[config.mk]
export PLATFORM = sky130hd
export DESIGN_NAME = fp_convert_seq
export DESIGN_NICKNAME = d
export VERILOG_FILES = /design/src/rtl/fp_convert_seq.sv
export SDC_FILE = /design/constraint.sdc
export NUM_CORES = 1
export LEC_CHECK = 0
export ABC_AREA = 1
export CAP_MARGIN = 40
export CORE_MARGIN = 1
export CORE_UTILIZATION = 49
export DETAILED_ROUTE_END_ITERATION = 8
export PLACE_DENSITY = 0.84
export SYNTH_ARGS = -nofsm -noshare
export SYNTH_HDL_FRONTEND = slang
export SYNTH_SLANG_ARGS = --single-unit
[constraint.sdc]
create_clock -name clk -period 1.55 [get_ports clk]
set_input_delay 0.155 -clock clk [delete_from_list [all_inputs] [get_ports clk]]
set_output_delay 0.155 -clock clk [all_outputs]
set_load 0.1 [all_outputs]
[src/rtl/fp_convert_seq.sv]
// fp_convert_seq: multi-cycle converter from a two's-complement sample to a
// small float {S, E, F}, value = F * 2^E. The sample is taken through ABS, then
// normalised one shift per cycle, then (optionally) rounded, and the result is
// held until the consumer takes it.
// Build option: define FPCVT_ROUND_EN for round-half-up with overflow and
// saturation handling. Without it the significand is truncated and the ROUND
// state does not exist.
module fp_convert_seq #(
    parameter int unsigned IN_W  = 12,
    parameter int unsigned EXP_W = 3,
    parameter int unsigned SIG_W = 4
) (
    input  logic             clk,
    input  logic             rst_n,
    input  logic             in_valid,
    output logic             in_ready,
    input  logic [IN_W-1:0]  in_data,
    output logic             out_valid,
    input  logic             out_ready,
    output logic             out_s,
    output logic [EXP_W-1:0] out_e,
    output logic [SIG_W-1:0] out_f,
    output logic             busy
);

    localparam int unsigned MAG_W = IN_W - 1;

    localparam logic [EXP_W-1:0] E_STEP = 1;
`ifdef FPCVT_ROUND_EN
    localparam logic [EXP_W:0]   E_INC  = 1;
    localparam logic [SIG_W:0]   F_HALF = 1 << (SIG_W - 1);
`endif

    typedef enum logic [2:0] {
        ST_IDLE,
        ST_ABS,
        ST_NORM,
`ifdef FPCVT_ROUND_EN
        ST_ROUND,
`endif
        ST_OUT
    } state_t;

    state_t             state_q, state_d;
    logic [IN_W-1:0]    data_q, data_d;
    logic               sign_q, sign_d;
    logic [MAG_W-1:0]   mag_q, mag_d;
    logic [EXP_W-1:0]   exp_q, exp_d;
    logic               out_s_q, out_s_d;
    logic [EXP_W-1:0]   out_e_q, out_e_d;
    logic [SIG_W-1:0]   out_f_q, out_f_d;
    logic               out_valid_q, out_valid_d;
    logic               in_ready_q, in_ready_d;
    logic               busy_q, busy_d;

    logic [IN_W-1:0]    neg_data;
    logic [MAG_W-1:0]   mag_abs;
    logic               norm_done;
`ifdef FPCVT_ROUND_EN
    logic [SIG_W:0]     rnd_inc;
    logic [SIG_W:0]     f_round;
    logic [EXP_W:0]     e_round;
`endif

    // Datapath helpers: absolute value with saturation, normalise-done test, rounding.
    always_comb begin
        neg_data = '0 - data_q;
        if (data_q == {1'b1, {MAG_W{1'b0}}}) begin
            // The most negative sample has no positive counterpart: clamp it.
            mag_abs = '1;
        end else if (data_q[IN_W-1]) begin
            mag_abs = neg_data[MAG_W-1:0];
        end else begin
            mag_abs = data_q[MAG_W-1:0];
        end

        norm_done = mag_q[MAG_W-1] || (exp_q == '0);

`ifdef FPCVT_ROUND_EN
        rnd_inc    = '0;
        rnd_inc[0] = mag_q[MAG_W-1-SIG_W];
        f_round    = {1'b0, mag_q[MAG_W-1 -: SIG_W]} + rnd_inc;
        e_round    = {1'b0, exp_q};
        if (f_round[SIG_W]) begin
            // Carry out of the significand renormalises to the half point.
            f_round = F_HALF;
            e_round = e_round + E_INC;
        end
        if (e_round[EXP_W]) begin
            e_round = {1'b0, {EXP_W{1'b1}}};
            f_round = {1'b0, {SIG_W{1'b1}}};
        end
`endif
    end

    // Next-state and next-output computation for the conversion sequence.
    always_comb begin
        state_d   = state_q;
        data_d    = data_q;
        sign_d    = sign_q;
        mag_d     = mag_q;
        exp_d     = exp_q;
        out_s_d   = out_s_q;
        out_e_d   = out_e_q;
        out_f_d   = out_f_q;

        unique case (state_q)
            ST_IDLE: begin
                if (in_valid) begin
                    data_d  = in_data;
                    state_d = ST_ABS;
                end
            end
            ST_ABS: begin
                sign_d  = data_q[IN_W-1];
                mag_d   = mag_abs;
                exp_d   = '1;
                state_d = ST_NORM;
            end
            ST_NORM: begin
                if (norm_done) begin
`ifdef FPCVT_ROUND_EN
                    state_d = ST_ROUND;
`else
                    out_s_d = sign_q;
                    out_e_d = exp_q;
                    out_f_d = mag_q[MAG_W-1 -: SIG_W];
                    state_d = ST_OUT;
`endif
                end else begin
                    mag_d = mag_q << 1;
                    exp_d = exp_q - E_STEP;
                end
            end
`ifdef FPCVT_ROUND_EN
            ST_ROUND: begin
                out_s_d = sign_q;
                out_e_d = e_round[EXP_W-1:0];
                out_f_d = f_round[SIG_W-1:0];
                state_d = ST_OUT;
            end
`endif
            ST_OUT: begin
                if (out_ready) begin
                    state_d = ST_IDLE;
                end
            end
            default: state_d = ST_IDLE;
        endcase

        // Handshake flags are derived from the next state so they are registered
        // alongside it and line up with the state they describe.
        in_ready_d  = (state_d == ST_IDLE);
        busy_d      = (state_d != ST_IDLE);
        out_valid_d = (state_d == ST_OUT);
    end

    // State and output registers with asynchronous clear.
    always_ff @(posedge clk or negedge rst_n) begin
        if (!rst_n) begin
            state_q     <= ST_IDLE;
            data_q      <= '0;
            sign_q      <= 1'b0;
            mag_q       <= '0;
            exp_q       <= '0;
            out_s_q     <= 1'b0;
            out_e_q     <= '0;
            out_f_q     <= '0;
            out_valid_q <= 1'b0;
            in_ready_q  <= 1'b1;
            busy_q      <= 1'b0;
        end else begin
            state_q     <= state_d;
            data_q      <= data_d;
            sign_q      <= sign_d;
            mag_q       <= mag_d;
            exp_q       <= exp_d;
            out_s_q     <= out_s_d;
            out_e_q     <= out_e_d;
            out_f_q     <= out_f_d;
            out_valid_q <= out_valid_d;
            in_ready_q  <= in_ready_d;
            busy_q      <= busy_d;
        end
    end

    assign in_ready  = in_ready_q;
    assign out_valid = out_valid_q;
    assign out_s     = out_s_q;
    assign out_e     = out_e_q;
    assign out_f     = out_f_q;
    assign busy      = busy_q;

endmodule
==> results.cfg, run 1 <==
[cts]
ctsHtreeMaxLevel = 2
numCtsBuffers = 5
clk_pin_slew_ns = 0.08
clockRootBuffer = clkbuf_8
cts_tree = done
clkLatencyLatePin_ns = 0.30
cts_num_sinks = 41
cts_max_path_buffers = 2

[critical_path]
crit_start = exp_q[0]
cp.arrival_ns = 1.76
r2r-start = exp_q[0]
critPathKind = reg2reg
crit_required_ns = 1.71
startpoint_type = register
cp-end-kind = register
regToRegSetupSlack_ns = -0.04
cp_max_fo = 3

[yosys]
synth_edf_count = 0
synth.mux.area_fraction_pct = 0.571
synth-async-reset-ratio_pct = 100
synth_fp_nets = 258
ys_seq_area_share_pct = 52.1
synth_compound_area_share_pct = 11.1
synthFlopType = dfrtp_1
syn_avg_cell_area_um2 = 8.26
syn_inst = 239
ys_seq_elements = 41
synth-simple-area-share_pct = 25.4
synthAdderAreaFrac_pct = 1.90
synth_cell_types = 24
syn_area_um2 = 1970
yosysTopAreaCell = dfrtp_1
synth_top_family_by_area = simple AND/OR/NAND/NOR gates
yosysWarnings = 0
synthXorXnorAreaFrac_pct = 1.78
yosysTopAreaCellShare_pct = 50.7
netlist_top_cells_area = dfrtp_1 (51%), nand2_1 (12%), nor2_1 (6.1%), inv_1 (4.6%), a21oi_1 (4.1%)

[placed_design]
place.gp.congestion = 0.884
place_area_um2 = 2500
dp_cells = 321
place_hpwl_um = 2890
port_buffers = 26
pre_cts_ws_ns = -0.0599

[drt]
drt_iter0_markers = 80
firstDrtPassIters = 4
avgRoutedWirePerCell_um = 11.5
num_vias = 1658
drc = 0
detail-route-antenna-nets = 0
vias_per_cell = 5.02
routed_wl_um = 3790

[layout]
stdcell_count = 330
final_common_cell = nand2_1
syn_to_final_growth_pct = 33.9
num_antenna_cells = 0
mostFrequentLayoutCells = nand2_1 (64), dfrtp_1 (39), nor2_1 (31)
layout.nets = 300
final_cell_area_um2 = 2640
final_layout_size_suffix_gt1_share_pct = 18.4

[grt]
grtUsageTotal_pct = 20.6
grt_pass1_wl_um = 6530
overflow = 0
antenna_found_initial = 0
grt_pass1_vias = 1537
grt_max_degree = 27

[sta]
period_needed_ns = 1.59
skew_ns = 0.00462
timing.final.crit_share_pct = 103
timing.hold.ws_ns = 0.329
fmax_mhz = 627
maxSlewViolCount = 0
worst_slack_ns = -0.0437
rsz0062_at_grt = yes
hold_violations = 0
setup_viol = 9

[die]
fp.dieH_um = 65.5
initial_core_util_pct = 52.3
rows = 22
core-area_um2 = 3770
io_pins = 27
dieArea_um2 = 4280
dieWidth_um = 65.5

[outcome]
violations = negative setup slack
status = complete, but fails checks

[power]
ir_drop_uv = 754
p_per_area_nw_per_um2 = 1790
p_leak_nw = 1.34

[run]
maxCapViolCount = 0

[min_path]
hp-class = in2async
[final cells by class]
type | instances | area [um^2]
Fill cell | 268 | 1130
Sequential cell | 41 | 1030
Multi-Input combinational cell | 165 | 836
Timing Repair Buffer | 41 | 500
Inverter | 27 | 101
Clock buffer | 7 | 86.3
Tap cell | 48 | 60.1
Clock inverter | 1 | 30.0
[metrics by stage]
| step | util (%) | power [mW] | TNS, ns |
|---|---|---|---|
| detailed placement | 66.3 | 3.84 | -0.142 |
| floorplan | - | 3.02 | 0 |
| finish | 70.1 | 4.73 | -0.184 |
| CTS | 69.3 | 4.72 | -0.0854 |
| global route | 70.1 | 5.01 | -1.20 |
| global placement | 66.3 | 3.76 | 0 |
[synthesized netlist by cell type (all sizes together) (2+ instances only)]
| cell | number |
|---|---|
| a21oi | 16 |
| a22oi | 2 |
| buf | 6 |
| dfrtp | 40 |
| ha | 3 |
| inv | 27 |
| nand2 | 65 |
| nand3 | 9 |
| nand4 | 6 |
| nor2 | 34 |
| nor3 | 2 |
| o21ai | 20 |
| xor2 | 4 |
[timing repair]
item	4_1_cts	5_1_grt
cloned	0	0
pin swaps	2	4
setup buffers	1	0
setup endpoints to repair	11	21
hold buffers	1	0
resized for setup	2	7
endpoints found under the hold margin	18	0
[cells by family (layout without fill, tap and decap cells)]
logic type / after synthesis / in the layout
and+or+nand+nor: 117 / 117
AOI/OAI and AO/OA: 39 / 39
xor gates and xnor gates: 4 / 4
buffers and inverters: 33 / 76
muxes: 1 / 1
DFF: 41 / 41
other: 1 / 1
adders and majority gates: 3 / 3
[worst max-delay path, cell delays in order, from the launching register on]
cell,delay [ns]
dfrtp_1,0.36
inv_2,0.05
ha_4,0.15
ha_1,0.17
or2_4,0.26
nor2_4,0.14
buf_4,0.12
buf_4,0.12
a22oi_2,0.07
[sequential cells by signal, summed over array words and instances, names as in the netlist]
register,flops
busy,1
data_q,12
exp_q,3
in_ready,1
mag_q,11
out_e,3
out_f,4
out_s,1
out_valid,1
sign_q,1
state_q,3
[per-layer routing]
| layer | track usage (%) | share of wire (%) | up-vias |
|---|---|---|---|
| met5 | 0 | 0 | - |
| met4 | 10.1 | 2.2 | 0 |
| met3 | 4.86 | 5.4 | 9 |
| met2 | 36.6 | 50 | 50 |
| met1 | 22.8 | 43 | 753 |
| li1 | - | - | 846 |
[where the power goes]
part           switching [mW]  internal [mW]
Combinational            1.33          0.825
Clock                   0.352          0.525
Sequential              0.274           1.42
Total                    1.96           2.77
[path summary, 6_finish.rpt]
| path | to | cells after the start |
|---|---|---|
| max | exp_q[1] | 8 |
| min | out_f[3] | 2 |
| max reg2reg | exp_q[1] | 8 |
| min reg2reg | mag_q[3] | 2 |
| max in group asynchronous | data_q[11] | 3 |
| min in group clk | data_q[1] | 3 |
No activity file was read; power rests on OpenSTA's default activity.
==> run 2, diff against run 1 <==
ABC_CLOCK_PERIOD_IN_PS = 1550   (was default)
==> results of run 2 <==
Same layout as run 1: the final DEF is identical, and so are final timing and power.
==> run 3, diff against run 2 <==
CTS_CLUSTER_SIZE = 25   (was default)
==> results of run 3 <==
Same layout as run 1: the final DEF is identical, and so are final timing and power.
